<file path="src/rtl/c7bbiu_ifill_pkg.sv">
`default_nettype none
// ============================================================================
// Module  : c7b_biu_pkg
// Brief   : Shared types and bus encodings for the BIU instruction-fill path.
// Revision: 1.0 - initial release
// ============================================================================
package c7b_biu_pkg;

    typedef enum logic [1:0] {
        ST_IDLE = 2'd0,
        ST_ADDR = 2'd1,
        ST_DATA = 2'd2,
        ST_LAST = 2'd3
    } state_t;

    localparam logic [1:0] BURST_INCR = 2'b01;
    localparam logic [2:0] SIZE_64    = 3'b011;
    localparam logic [1:0] RESP_OKAY  = 2'b00;
    localparam logic [7:0] LINE_LEN   = 8'd3;

endpackage
`default_nettype wire

</file>
<file path="src/rtl/c7bbiu_ifill_if.sv">
`default_nettype none
// ============================================================================
// Module  : c7bbiu_ifill_if
// Brief   : Read-address / read-data bus between the fill engine and memory.
// Revision: 1.0 - initial release
// ============================================================================
interface c7bbiu_ifill_if #(
    parameter int ADDR_W = 32
);
    logic              ar_valid;
    logic              ar_ready;
    logic [ADDR_W-1:0] ar_addr;
    logic [7:0]        ar_len;
    logic [2:0]        ar_size;
    logic [1:0]        ar_burst;

    logic              r_valid;
    logic              r_ready;
    logic [63:0]       r_data;
    logic [1:0]        r_resp;
    logic              r_last;

    modport master (
        output ar_valid, ar_addr, ar_len, ar_size, ar_burst, r_ready,
        input  ar_ready, r_valid, r_data, r_resp, r_last
    );

    modport slave (
        input  ar_valid, ar_addr, ar_len, ar_size, ar_burst, r_ready,
        output ar_ready, r_valid, r_data, r_resp, r_last
    );
endinterface
`default_nettype wire

</file>
<file path="src/rtl/c7bbiu_ifill.sv">
`default_nettype none
// ============================================================================
// Module  : c7bbiu_ifill
// Brief   : Instruction-cache fill engine: one line (or single beat) per request.
// Revision: 1.0 - initial release
// ============================================================================
module c7bbiu_ifill
    import c7b_biu_pkg::*;
#(
    parameter int ADDR_W     = 32,
    parameter int LINE_BEATS = 4
) (
    input  logic              clk,
    input  logic              reset,

    input  logic              icu_biu_req,
    input  logic [28:0]       icu_biu_addr,
    input  logic              icu_biu_single,
    output logic              biu_icu_ack,
    output logic              biu_icu_data_valid,
    output logic              biu_icu_data_last,
    output logic [63:0]       biu_icu_data,
    output logic              biu_icu_fault,

    c7bbiu_ifill_if.master    bus
);

    localparam int c_CNT_W = (LINE_BEATS > 1) ? $clog2(LINE_BEATS) : 1;

    state_t               r_state;
    logic [28:0]          r_addr;
    logic                 r_single;
    logic [c_CNT_W-1:0]   r_count;
    logic                 r_error;
    logic                 r_ar_valid;
    logic                 r_r_ready;
    logic                 r_data_valid;
    logic                 r_data_last;
    logic                 r_fault;
    logic [63:0]          r_data;

    logic                 w_accept;
    logic [7:0]           w_ar_len;
    logic [31:0]          w_byte_addr;
    logic                 w_beat;
    logic                 w_cnt_hit;
    logic                 w_term;
    logic                 w_error_nxt;

    assign w_accept    = icu_biu_req & (r_state == ST_IDLE) & ~reset;
    assign w_ar_len    = r_single ? 8'd0 : LINE_LEN;
    // Line fills are aligned to the 32-byte line; singles keep the beat address.
    assign w_byte_addr = r_single ? {r_addr, 3'b000} : {r_addr[28:2], 5'b00000};

    assign w_beat      = bus.r_valid & r_r_ready;
    assign w_cnt_hit   = (8'(r_count) == w_ar_len);
    assign w_term      = bus.r_last | w_cnt_hit;
    // A beat is in error on a bad response or when r_last disagrees with the count.
    assign w_error_nxt = r_error | (bus.r_resp != RESP_OKAY) | (bus.r_last != w_cnt_hit);

    always_ff @(posedge clk) begin
        if (reset) begin
            r_state      <= ST_IDLE;
            r_addr       <= '0;
            r_single     <= 1'b0;
            r_count      <= '0;
            r_error      <= 1'b0;
            r_ar_valid   <= 1'b0;
            r_r_ready    <= 1'b0;
            r_data_valid <= 1'b0;
            r_data_last  <= 1'b0;
            r_fault      <= 1'b0;
            r_data       <= '0;
        end else begin
            r_data_valid <= 1'b0;
            r_data_last  <= 1'b0;
            r_fault      <= 1'b0;
            case (r_state)
                ST_IDLE: begin
                    if (w_accept) begin
                        r_addr     <= icu_biu_addr;
                        r_single   <= icu_biu_single;
                        r_count    <= '0;
                        r_error    <= 1'b0;
                        r_ar_valid <= 1'b1;
                        r_state    <= ST_ADDR;
                    end
                end
                ST_ADDR: begin
                    if (bus.ar_ready) begin
                        r_ar_valid <= 1'b0;
                        r_r_ready  <= 1'b1;
                        r_state    <= ST_DATA;
                    end
                end
                ST_DATA: begin
                    if (w_beat) begin
                        r_data_valid <= 1'b1;
                        r_data       <= bus.r_data;
                        r_count      <= r_count + c_CNT_W'(1);
                        r_error      <= w_error_nxt;
                        if (w_term) begin
                            r_data_last <= 1'b1;
                            r_fault     <= w_error_nxt;
                            r_r_ready   <= 1'b0;
                            r_state     <= ST_LAST;
                        end
                    end
                end
                ST_LAST: begin
                    r_state <= ST_IDLE;
                end
                default: begin
                    r_state <= ST_IDLE;
                end
            endcase
        end
    end

    assign biu_icu_ack        = w_accept;
    assign biu_icu_data_valid = r_data_valid;
    assign biu_icu_data_last  = r_data_last;
    assign biu_icu_fault      = r_fault;
    assign biu_icu_data       = r_data;

    assign bus.ar_valid = r_ar_valid;
    assign bus.ar_addr  = ADDR_W'(w_byte_addr);
    assign bus.ar_len   = w_ar_len;
    assign bus.ar_size  = SIZE_64;
    assign bus.ar_burst = BURST_INCR;
    assign bus.r_ready  = r_r_ready;

endmodule
`default_nettype wire

</file>
<file path="src/flat_wrapper.sv">
// flat-port wrapper written by rule: the top's interface ports become plain ports
module c7bbiu_ifill_flat import c7b_biu_pkg::*;
#(
    parameter int ADDR_W     = 32,
    parameter int LINE_BEATS = 4
)
  (clk, reset, icu_biu_req, icu_biu_addr, icu_biu_single, biu_icu_ack, biu_icu_data_valid, biu_icu_data_last, biu_icu_data, biu_icu_fault, bus_ar_valid, bus_ar_addr, bus_ar_len, bus_ar_size, bus_ar_burst, bus_r_ready, bus_ar_ready, bus_r_valid, bus_r_data, bus_r_resp, bus_r_last);
  c7bbiu_ifill_if #(.ADDR_W(ADDR_W)) bus_i ();
  input  logic clk;
  input  logic reset;
  input  logic icu_biu_req;
  input  logic [28:0] icu_biu_addr;
  input  logic icu_biu_single;
  output logic biu_icu_ack;
  output logic biu_icu_data_valid;
  output logic biu_icu_data_last;
  output logic [63:0] biu_icu_data;
  output logic biu_icu_fault;
  output wire logic [$bits(bus_i.ar_valid)-1:0] bus_ar_valid;
  output wire logic [$bits(bus_i.ar_addr)-1:0] bus_ar_addr;
  output wire logic [$bits(bus_i.ar_len)-1:0] bus_ar_len;
  output wire logic [$bits(bus_i.ar_size)-1:0] bus_ar_size;
  output wire logic [$bits(bus_i.ar_burst)-1:0] bus_ar_burst;
  output wire logic [$bits(bus_i.r_ready)-1:0] bus_r_ready;
  input wire logic [$bits(bus_i.ar_ready)-1:0] bus_ar_ready;
  input wire logic [$bits(bus_i.r_valid)-1:0] bus_r_valid;
  input wire logic [$bits(bus_i.r_data)-1:0] bus_r_data;
  input wire logic [$bits(bus_i.r_resp)-1:0] bus_r_resp;
  input wire logic [$bits(bus_i.r_last)-1:0] bus_r_last;
  assign bus_ar_valid = bus_i.ar_valid;
  assign bus_ar_addr = bus_i.ar_addr;
  assign bus_ar_len = bus_i.ar_len;
  assign bus_ar_size = bus_i.ar_size;
  assign bus_ar_burst = bus_i.ar_burst;
  assign bus_r_ready = bus_i.r_ready;
  assign bus_i.ar_ready = bus_ar_ready;
  assign bus_i.r_valid = bus_r_valid;
  assign bus_i.r_data = bus_r_data;
  assign bus_i.r_resp = bus_r_resp;
  assign bus_i.r_last = bus_r_last;
  c7bbiu_ifill #(.ADDR_W(ADDR_W), .LINE_BEATS(LINE_BEATS)) u_core (.clk(clk), .reset(reset), .icu_biu_req(icu_biu_req), .icu_biu_addr(icu_biu_addr), .icu_biu_single(icu_biu_single), .biu_icu_ack(biu_icu_ack), .biu_icu_data_valid(biu_icu_data_valid), .biu_icu_data_last(biu_icu_data_last), .biu_icu_data(biu_icu_data), .biu_icu_fault(biu_icu_fault), .bus(bus_i));
endmodule
</file>
<file path="config.mk">
export PLATFORM = sky130hd
export DESIGN_NAME = c7bbiu_ifill_flat
export DESIGN_NICKNAME = d
export VERILOG_FILES = /design/src/rtl/c7bbiu_ifill_pkg.sv /design/src/rtl/c7bbiu_ifill_if.sv /design/src/rtl/c7bbiu_ifill.sv /design/src/flat_wrapper.sv
export SDC_FILE = /design/constraint.sdc
export NUM_CORES = 1
export LEC_CHECK = 0
export CORE_UTILIZATION = 42
export DETAILED_ROUTE_END_ITERATION = 16
export HOLD_SLACK_MARGIN = 0.03
export MAX_ROUTING_LAYER = met4
export PLACE_DENSITY = 0.95
export SLEW_MARGIN = 15
export SYNTH_ARGS = -nofsm -noshare
export SYNTH_HDL_FRONTEND = slang
export SYNTH_SLANG_ARGS = --single-unit
</file>
<file path="constraint.sdc">
create_clock -name clk -period 3.9 [get_ports clk]
set_clock_uncertainty 0.1 [all_clocks]
set_input_delay 0.975 -clock clk [delete_from_list [all_inputs] [get_ports clk]]
set_output_delay 0.975 -clock clk [all_outputs]
set_load 0.01 [all_outputs]
</file>
==> results of run 1 <==
-- how the worst max path moves through the flow --
stage,from,endpoint,slack [ps],depth (start not counted)
6_report,icu_biu_req,biu_icu_ack,290,4
5_1_grt,icu_biu_req,biu_icu_ack,170,4
4_1_cts,icu_biu_req,biu_icu_ack,290,4
3_5_place_dp,icu_biu_req,biu_icu_ack,290,4
3_3_place_gp,icu_biu_req,biu_icu_ack,340,4
2_1_floorplan,reset,biu_icu_ack,1320,3
-- critical path, cell delays in order --
cell and delay (ps):
clkdlybuf4s50_1 520, nand2_1 270, nor2_1 210, clkdlybuf4s50_1 560
-- cell usage after synthesis --
master,count
a2111oi_0,1
a21boi_1,1
a21o_1,3
a21oi_1,97
a222oi_1,1
and2_1,3
and3_1,1
buf_1,5
buf_2,8
buf_4,50
buf_6,1
clkbuf_1,11
conb_1,2
dfxtp_1,104
ha_1,5
inv_1,6
mux2i_1,2
nand2_1,194
nand2b_1,3
nand3_2,1
nand3b_1,1
nor2_1,3
nor2b_1,2
nor3_1,2
nor4_1,4
o211ai_1,1
o21ai_0,3
o21bai_1,1
o31a_1,1
-- logic make-up after synthesis --
group | Yosys count | synth area share, %
AO/OA/AOI/OAI | 109 | 14.0
adder cells (fa/ha/maj) | 5 | 1.52
buffers and inverters | 81 | 12.4
flip-flops | 104 | 50.7
multiplexers | 2 | 0.488
other | 2 | 0.183
AND/OR/NAND/NOR | 214 | 20.7
-- registers in the layout, indices dropped and copies added (netlist names) --
name and flops:
u_core.biu_icu_data 64, u_core.biu_icu_data_last 1, u_core.biu_icu_data_valid 1, u_core.biu_icu_fault 1
u_core.bus.ar_valid 1, u_core.bus.r_ready 1, u_core.r_addr 29, u_core.r_count 2
u_core.r_error 1, u_core.r_single 1, u_core.r_state 2
-- placed cells by master (no fill, tap or decap) --
cell             instances
nor3_1                   2
conb_1                  14
a21oi_1                 97
o21bai_1                 1
nand3b_1                 1
nand2b_1                 3
buf_4                    6
nor2b_1                  2
and3_2                   1
a21boi_1                 1
inv_1                    6
inv_6                    1
dfxtp_1                104
nand3_2                  1
a2111oi_0                1
nor4_1                   4
a222oi_1                 1
nor2_1                   3
a21o_1                   3
o21ai_0                  3
o211ai_1                 1
nand2_1                194
mux2i_1                  2
clkbuf_1                 1
and2_1                   3
ha_1                     5
bufinv_16                2
clkdlybuf4s50_1        201
o31a_1                   1
clkinvlp_4               1
clkinv_2                 1
clkbuf_8                 9
-- layout make-up --
class	count	share of cell area (%)
Clock inverter	5	1.34
Inverter	6	0.370
Multi-Input combinational cell	344	25.6
Clock buffer	10	2.10
Sequential cell	104	34.2
Timing Repair Buffer	207	33.8
Tap cell	129	2.65
-- stage by stage --
stage	cell area, um^2	cells	power (mW)
2_1_floorplan	4150	529	1.60
3_3_place_gp	5880	790	1.79
3_5_place_dp	5880	790	1.83
4_1_cts	6090	805	2.54
5_1_grt	6090	805	2.65
6_report	6090	805	2.51
-- layer usage --
layer	vias to the layer above	track usage, %	part of all wire, %
met5	-	-	0
met4	0	5.46	1.2
met3	11	7.77	9.2
met2	166	38.5	50
met1	1759	21.9	39
li1	1904	-	-
-- power groups by stage --
stage               registers (mW)  logic (mW)  clock network (mW)
floorplan                     1.20       0.394                   0
global placement              1.20       0.591                   0
detailed placement            1.21       0.617                   0
CTS                           1.18       0.618               0.738
global route                  1.19       0.674               0.777
finish                        1.18       0.613               0.716
==> impl_metrics.py, run 1 <==
metrics = {
    "clock_network": {
        "htreeDepth": 3,
        "cts_buffers": 9,
        "hold_buffers": 0,
        "clk_pin_slew_ps": 90,
        "clk_path_buf_depth": 2,
        "postCtsSetupBuffers": 0,
        "cts_root_buffer": "clkbuf_8",
        "cts_sinks": 104,
        "cts_tree": "built",
        "cts_resized": 0,
        "clk_latency_ps": 350,
    },
    "logic_synthesis": {
        "synth_top_area_cell": "dfxtp_1",
        "syn_area_um2": 4100,
        "syn_avg_cell_area_um2": 7.94,
        "yosysTopAreaCellShare_pct": 50.7,
        "synthTopCellsByArea": "dfxtp_1, nand2_1, a21oi_1",
        "netlist_instances": 517,
        "ys_seq_elements": 104,
        "ys_warn_count": 0,
        "synth_cell_types": 29,
        "ys_seq_area_share_pct": 50.7,
    },
    "drt": {
        "wl_per_cell_um": 13.6,
        "drtIter0Drc": 85,
        "via_per_inst": 4.77,
        "drc": 0,
        "wl_mm": 10.9,
        "firstDrtPassIters": 4,
        "vias": 3840,
        "drtAntennaViolNets": 0,
    },
    "sta": {
        "hold_ws_ps": 358,
        "finalHoldViolCount": 0,
        "relSlewSlack_pct": 29.1,
        "worstMarginPinSlew_ps": 1060,
        "fin_crit_sh_pct": 92.7,
        "setup_ws_ps": 286,
        "finalSetupViolCount": 0,
        "final_max_slew_viol_count": 0,
        "max_freq_mhz": 277,
        "grt_setup_unrepaired": "no",
        "period_minus_slack_ps": 3610,
        "setup_tns_ps": 0,
    },
    "pwr": {
        "power_density_nw_per_um2": 413,
        "p_leak_nw": 2.16,
        "peakVddDrop_uv": 212,
        "p_int_mw": 1.81,
        "pwr-share-comb_pct": 24.4,
        "swShare_pct": 28.1,
        "p_clk_share_pct": 28.5,
        "seq_power_share_pct": 47.1,
        "switching_power_mw": 0.706,
    },
    "place": {
        "portBuffers": 202,
        "dp_hpwl_mm": 8.21,
        "gp_congestion": 0.809,
        "place_ws_ps": 294,
    },
    "grt": {
        "grtUsageTotal_pct": 21.3,
        "grt_pass1_vias": 3773,
        "grt_max_degree": 62,
        "antenna_found_initial": 0,
        "grt_pass1_wl_mm": 16.6,
        "overflow": 0,
    },
    "setup_path": {
        "critical_path.max_fanout": 10,
        "r2r-end": "u_core.biu_icu_data[13]",
        "start_kind": "primary input",
        "endpoint_kind": "output port",
        "cp.arrival_ps": 2540,
        "crit_required_ps": 2820,
        "r2r-start": "u_core.r_state[0]",
        "r2r_setup_slack_ps": 1620,
        "r2r_cells": 6,
        "criticalPathCategory": "primary input to output port",
    },
    "cells_and_area": {
        "drive_above_1_share_pct": 3.25,
        "finish.utilization_pct": 65.0,
        "fillers": 744,
        "seq_area_um2": 2080,
        "area_growth_pct": 48.4,
        "multiInputGateArea_um2": 1560,
        "finalNetCount": 779,
        "diodes": 0,
    },
    "floorplan": {
        "placementRows": 35,
        "initial_utilization_pct": 43.8,
        "ios": 217,
        "coreArea_um2": 9370,
        "die_area_um2": 10200,
        "die_x_um": 101,
        "dieHeight_um": 101,
    },
    "hold_path": {
        "hp-class": "flip-flop to flip-flop",
        "whs_endpoint": "u_core.r_addr[21]",
        "hp-start": "u_core.r_addr[21]",
        "hold_depth": 2,
    },
    "outcome": {
        "status": "finished clean",
    },
    "job": {
        "cap_violations": 0,
    },
}
Power figures use the tool's default switching activity.
==> run 2: changes to the inputs <==
--- a/config.mk
+++ b/config.mk
@@ -5,6 +5,7 @@
 export SDC_FILE = /design/constraint.sdc
 export NUM_CORES = 1
 export LEC_CHECK = 0
+export CORE_ASPECT_RATIO = 1.1
 export CORE_UTILIZATION = 42
 export DETAILED_ROUTE_END_ITERATION = 16
 export HOLD_SLACK_MARGIN = 0.03
==> run 2 against run 1 <==
Compared with the run above: clock-buffer cell count increased by 1; cell area down 0.60%; sequential cell count stayed put; via count grew 0.36%; largest cell class unchanged; largest power group unchanged.
==> impl_metrics.py, run 2 (synthesis results as in run 1) <==
metrics = {
    "sta": {
        "max_freq_mhz": 291,
        "period_minus_slack_ps": 3430,
        "relSlewSlack_pct": 30.7,
        "finalSetupViolCount": 0,
        "final_max_slew_viol_count": 0,
        "finalHoldViolCount": 0,
        "grt_setup_unrepaired": "no",
        "fin_crit_sh_pct": 88.0,
        "worstMarginPinSlew_ps": 1040,
        "setup_tns_ps": 0,
    },
    "drt": {
        "drc": 0,
        "wl_per_cell_um": 13.8,
        "vias": 3854,
        "drtAntennaViolNets": 0,
        "via_per_inst": 4.87,
        "firstDrtPassIters": 7,
        "wl_mm": 10.9,
        "drtIter0Drc": 141,
    },
    "cells_and_area": {
        "fillers": 740,
        "layout_common_cells": "clkdlybuf4s50_1, nand2_1, dfxtp_1",
        "diodes": 0,
        "largest_reg_flops": 64,
        "drive_above_1_share_pct": 3.11,
        "finish.utilization_pct": 64.1,
        "finalNetCount": 778,
        "area_growth_pct": 47.5,
        "final_common_cell": "clkdlybuf4s50_1",
    },
    "pwr": {
        "p_int_mw": 1.76,
        "power_density_nw_per_um2": 410,
        "swShare_pct": 28.9,
        "p_clk_share_pct": 27.0,
        "switching_power_mw": 0.717,
        "seq_power_share_pct": 47.8,
        "peakVddDrop_uv": 223,
        "pwr-share-comb_pct": 25.2,
        "p_leak_nw": 2.14,
    },
    "place": {
        "gp_congestion": 0.755,
        "portBuffers": 202,
        "dp_hpwl_mm": 7.98,
    },
    "floorplan": {
        "ios": 217,
        "die_area_um2": 10200,
        "die_x_um": 96.2,
        "coreArea_um2": 9440,
        "initial_utilization_pct": 43.4,
        "dieHeight_um": 106,
        "placementRows": 37,
    },
    "clock_network": {
        "cts_resized": 0,
        "cts_root_buffer": "clkbuf_8",
        "hold_buffers": 0,
        "cts_buffers": 9,
        "cts_tree": "built",
        "htreeDepth": 3,
        "cts_sinks": 104,
        "clk_pin_slew_ps": 90,
        "clk_path_buf_depth": 2,
        "postCtsSetupBuffers": 0,
        "clk_latency_ps": 360,
    },
    "grt": {
        "grt_max_degree": 76,
        "grt_pass1_wl_mm": 16.6,
        "antenna_found_initial": 0,
        "overflow": 0,
        "grtUsageTotal_pct": 21.6,
        "grt_pass1_vias": 3765,
    },
    "setup_path": {
        "criticalPathCategory": "primary input to output port",
        "crit_required_ps": 2820,
        "cp.arrival_ps": 2360,
        "critical_path.max_fanout": 5,
        "start_kind": "primary input",
        "endpoint_kind": "output port",
    },
    "outcome": {
        "status": "finished clean",
    },
    "hold_path": {
        "hp-class": "flip-flop to flip-flop",
    },
    "job": {
        "cap_violations": 0,
    },
}
==> run 2: critical path, cell delays in order <==
cell and delay (ps):
clkdlybuf4s50_1 530, nand2_1 160, nor2_1 140, clkdlybuf4s50_1 540
==> run 2: worst paths after layout <==
path	start	to	slack, ps	cells after the start
worst min-delay path	u_core.biu_icu_data[25]	u_core.biu_icu_data[25]	360	2
worst min register to register	u_core.biu_icu_data[25]	u_core.biu_icu_data[25]	360	2
worst max-delay path	icu_biu_req	biu_icu_ack	470	4
worst max register to register	u_core.r_state[0]	u_core.biu_icu_data[27]	1580	6
==> run 2: power groups by stage <==
| stage | Clock [mW] | Combinational, mW | Sequential (mW) |
|---|---|---|---|
| after floorplan | 0 | 0.394 | 1.20 |
| after global placement | 0 | 0.595 | 1.20 |
| after detailed placement | 0 | 0.621 | 1.21 |
| after CTS | 0.688 | 0.623 | 1.18 |
| after global routing | 0.738 | 0.684 | 1.20 |
| final | 0.670 | 0.624 | 1.19 |
==> run 2: metrics by stage <==
step	power (mW)	instance area [um^2]	cells	setup WS, ps	hold slack, ps
global route	2.62	6050	792	369	379
finish	2.48	6050	792	468	356
CTS	2.50	6050	792	459	359
detailed placement	1.83	5860	777	464	345
global placement	1.80	5860	777	519	341
floorplan	1.60	4150	529	1320	327
==> run 2: final cells by class <==
class / instances / area (um^2) / share of cell area (%)
multi-input cells: 344 / 1560 / 25.7
well taps: 117 / 146 / 2.42
clock inverters: 4 / 53.8 / 0.889
inverters: 6 / 22.5 / 0.372
flip-flops and latches: 104 / 2080 / 34.4
clock buffers: 11 / 141 / 2.34
repair buffers: 206 / 2050 / 33.9
==> run 2: routing by layer <==
metal	part of all wire (%)	global-route usage [%]
met3	8.5	5.34
met1	40	22.5
met5	0	-
met4	2.4	9.81
met2	49	37.5
==> run 3: changes to the inputs <==
--- a/config.mk
+++ b/config.mk
@@ -6,6 +6,7 @@
 export NUM_CORES = 1
 export LEC_CHECK = 0
 export CORE_ASPECT_RATIO = 1.1
+export CORE_MARGIN = 3
 export CORE_UTILIZATION = 42
 export DETAILED_ROUTE_END_ITERATION = 16
 export HOLD_SLACK_MARGIN = 0.03
==> run 3 against run 2 <==
Compared with the run above: total power grew 0.20%; sequential share of layout area shrank 0.25 points; wire length shrank 0.27%; critical path type unchanged.
==> impl_metrics.py, run 3 (synthesis results as in run 1) <==
metrics = {
    "setup_path": {
        "critical_path.max_fanout": 4,
        "start_kind": "primary input",
        "criticalPathCategory": "primary input to output port",
        "r2r-start": "u_core.r_state[0]",
        "endpoint_kind": "output port",
        "r2r-end": "u_core.biu_icu_fault",
        "r2r_setup_slack_ps": 1720,
        "crit_required_ps": 2820,
        "cp.arrival_ps": 2350,
        "r2r_cells": 5,
    },
    "hold_path": {
        "hp-class": "flip-flop to flip-flop",
        "hold_depth": 2,
        "hp-start": "u_core.biu_icu_data[34]",
        "whs_endpoint": "u_core.biu_icu_data[34]",
    },
    "place": {
        "dp_hpwl_mm": 8.21,
        "place_ws_ps": 432,
        "gp_congestion": 0.779,
        "portBuffers": 202,
    },
    "cells_and_area": {
        "layout_common_cells": "clkdlybuf4s50_1, nand2_1, dfxtp_1",
        "largest_reg_flops": 64,
        "seq_area_um2": 2080,
        "finalNetCount": 779,
        "multiInputGateArea_um2": 1560,
        "fillers": 759,
        "final_common_cell": "clkdlybuf4s50_1",
        "diodes": 0,
        "drive_above_1_share_pct": 3.25,
        "area_growth_pct": 48.6,
        "finish.utilization_pct": 64.6,
    },
    "floorplan": {
        "coreArea_um2": 9440,
        "initial_utilization_pct": 43.4,
        "ios": 217,
        "die_area_um2": 11000,
        "placementRows": 37,
        "dieHeight_um": 110,
        "die_x_um": 100,
    },
    "sta": {
        "period_minus_slack_ps": 3420,
        "final_max_slew_viol_count": 0,
        "setup_tns_ps": 0,
        "relSlewSlack_pct": 29.8,
        "fin_crit_sh_pct": 87.7,
        "worstMarginPinSlew_ps": 1050,
        "grt_setup_unrepaired": "no",
        "max_freq_mhz": 292,
        "finalHoldViolCount": 0,
        "finalSetupViolCount": 0,
        "setup_ws_ps": 478,
    },
    "clock_network": {
        "clk_path_buf_depth": 2,
        "htreeDepth": 3,
        "cts_tree": "built",
        "postCtsSetupBuffers": 0,
        "clk_latency_ps": 350,
        "hold_buffers": 0,
        "cts_resized": 0,
        "cts_sinks": 104,
        "clk_pin_slew_ps": 90,
        "cts_root_buffer": "clkbuf_8",
        "cts_buffers": 9,
    },
    "grt": {
        "grt_pass1_vias": 3682,
        "antenna_found_initial": 0,
        "grt_max_degree": 59,
        "overflow": 0,
        "grtUsageTotal_pct": 19.6,
        "grt_pass1_wl_mm": 16.8,
    },
    "drt": {
        "via_per_inst": 4.76,
        "wl_per_cell_um": 13.7,
        "vias": 3774,
        "firstDrtPassIters": 4,
        "drtAntennaViolNets": 0,
        "drc": 0,
        "wl_mm": 10.9,
        "drtIter0Drc": 118,
    },
    "outcome": {
        "status": "finished clean",
    },
    "pwr": {
        "p_leak_nw": 2.17,
        "power_density_nw_per_um2": 407,
        "peakVddDrop_uv": 239,
    },
    "job": {
        "cap_violations": 0,
    },
}
run 3: cell types whose count changed in the layout (fill, tap and decap cells not counted), sizes merged:
cell	before	now
buf	5	6
clkbuf	11	13
clkinvlp	2	1
inv	7	6
run 3: cell type report:
type                       instances  share of cell area, %
clock buffer                      13                   2.77
clock inverter                     2                  0.616
inverter                           6                  0.369
multi-input combinational        344                   25.5
sequential                       104                   34.1
tap                              117                   2.40
timing repair buffer             207                   34.1
run 3: report_power, final:
group	internal [mW]	switching (mW)	total (mW)
registers	1.14	0.0448	1.18
logic	0.310	0.304	0.614
clock network	0.347	0.340	0.686
total	1.80	0.689	2.48
run 3: how the worst max path moves through the flow:
stage	slack [ps]	depth (start not counted)	endpoint	from
floorplan	1320	3	biu_icu_ack	reset
global placement	430	4	biu_icu_ack	icu_biu_req
detailed placement	430	4	biu_icu_ack	icu_biu_req
CTS	430	4	biu_icu_ack	icu_biu_req
global route	420	4	biu_icu_ack	icu_biu_req
finish	480	4	biu_icu_ack	icu_biu_req
run 3: metal layers:
layer	wire (um)	vias up	GRT usage (%)
li1	-	1908	-
met1	4290	1696	20.9
met2	5480	155	34.4
met3	953	15	5.20
met4	163	0	8.08
met5	0	-	-
run 3: metrics by stage:
stage                     instance area [um^2]  power, mW  instances  hold slack [ps]
after floorplan                           4150       1.60        529              327
after global placement                    5890       1.80        778              339
after detailed placement                  5890       1.83        778              345
after CTS                                 6100       2.52        793              359
after global routing                      6100       2.62        793              377
final                                     6100       2.48        793              357
run 3: worst max-delay path: stages:
cell	delay [ps]
clkdlybuf4s50_1	510
nand2_1	80
nor2_1	190
clkdlybuf4s50_1	590
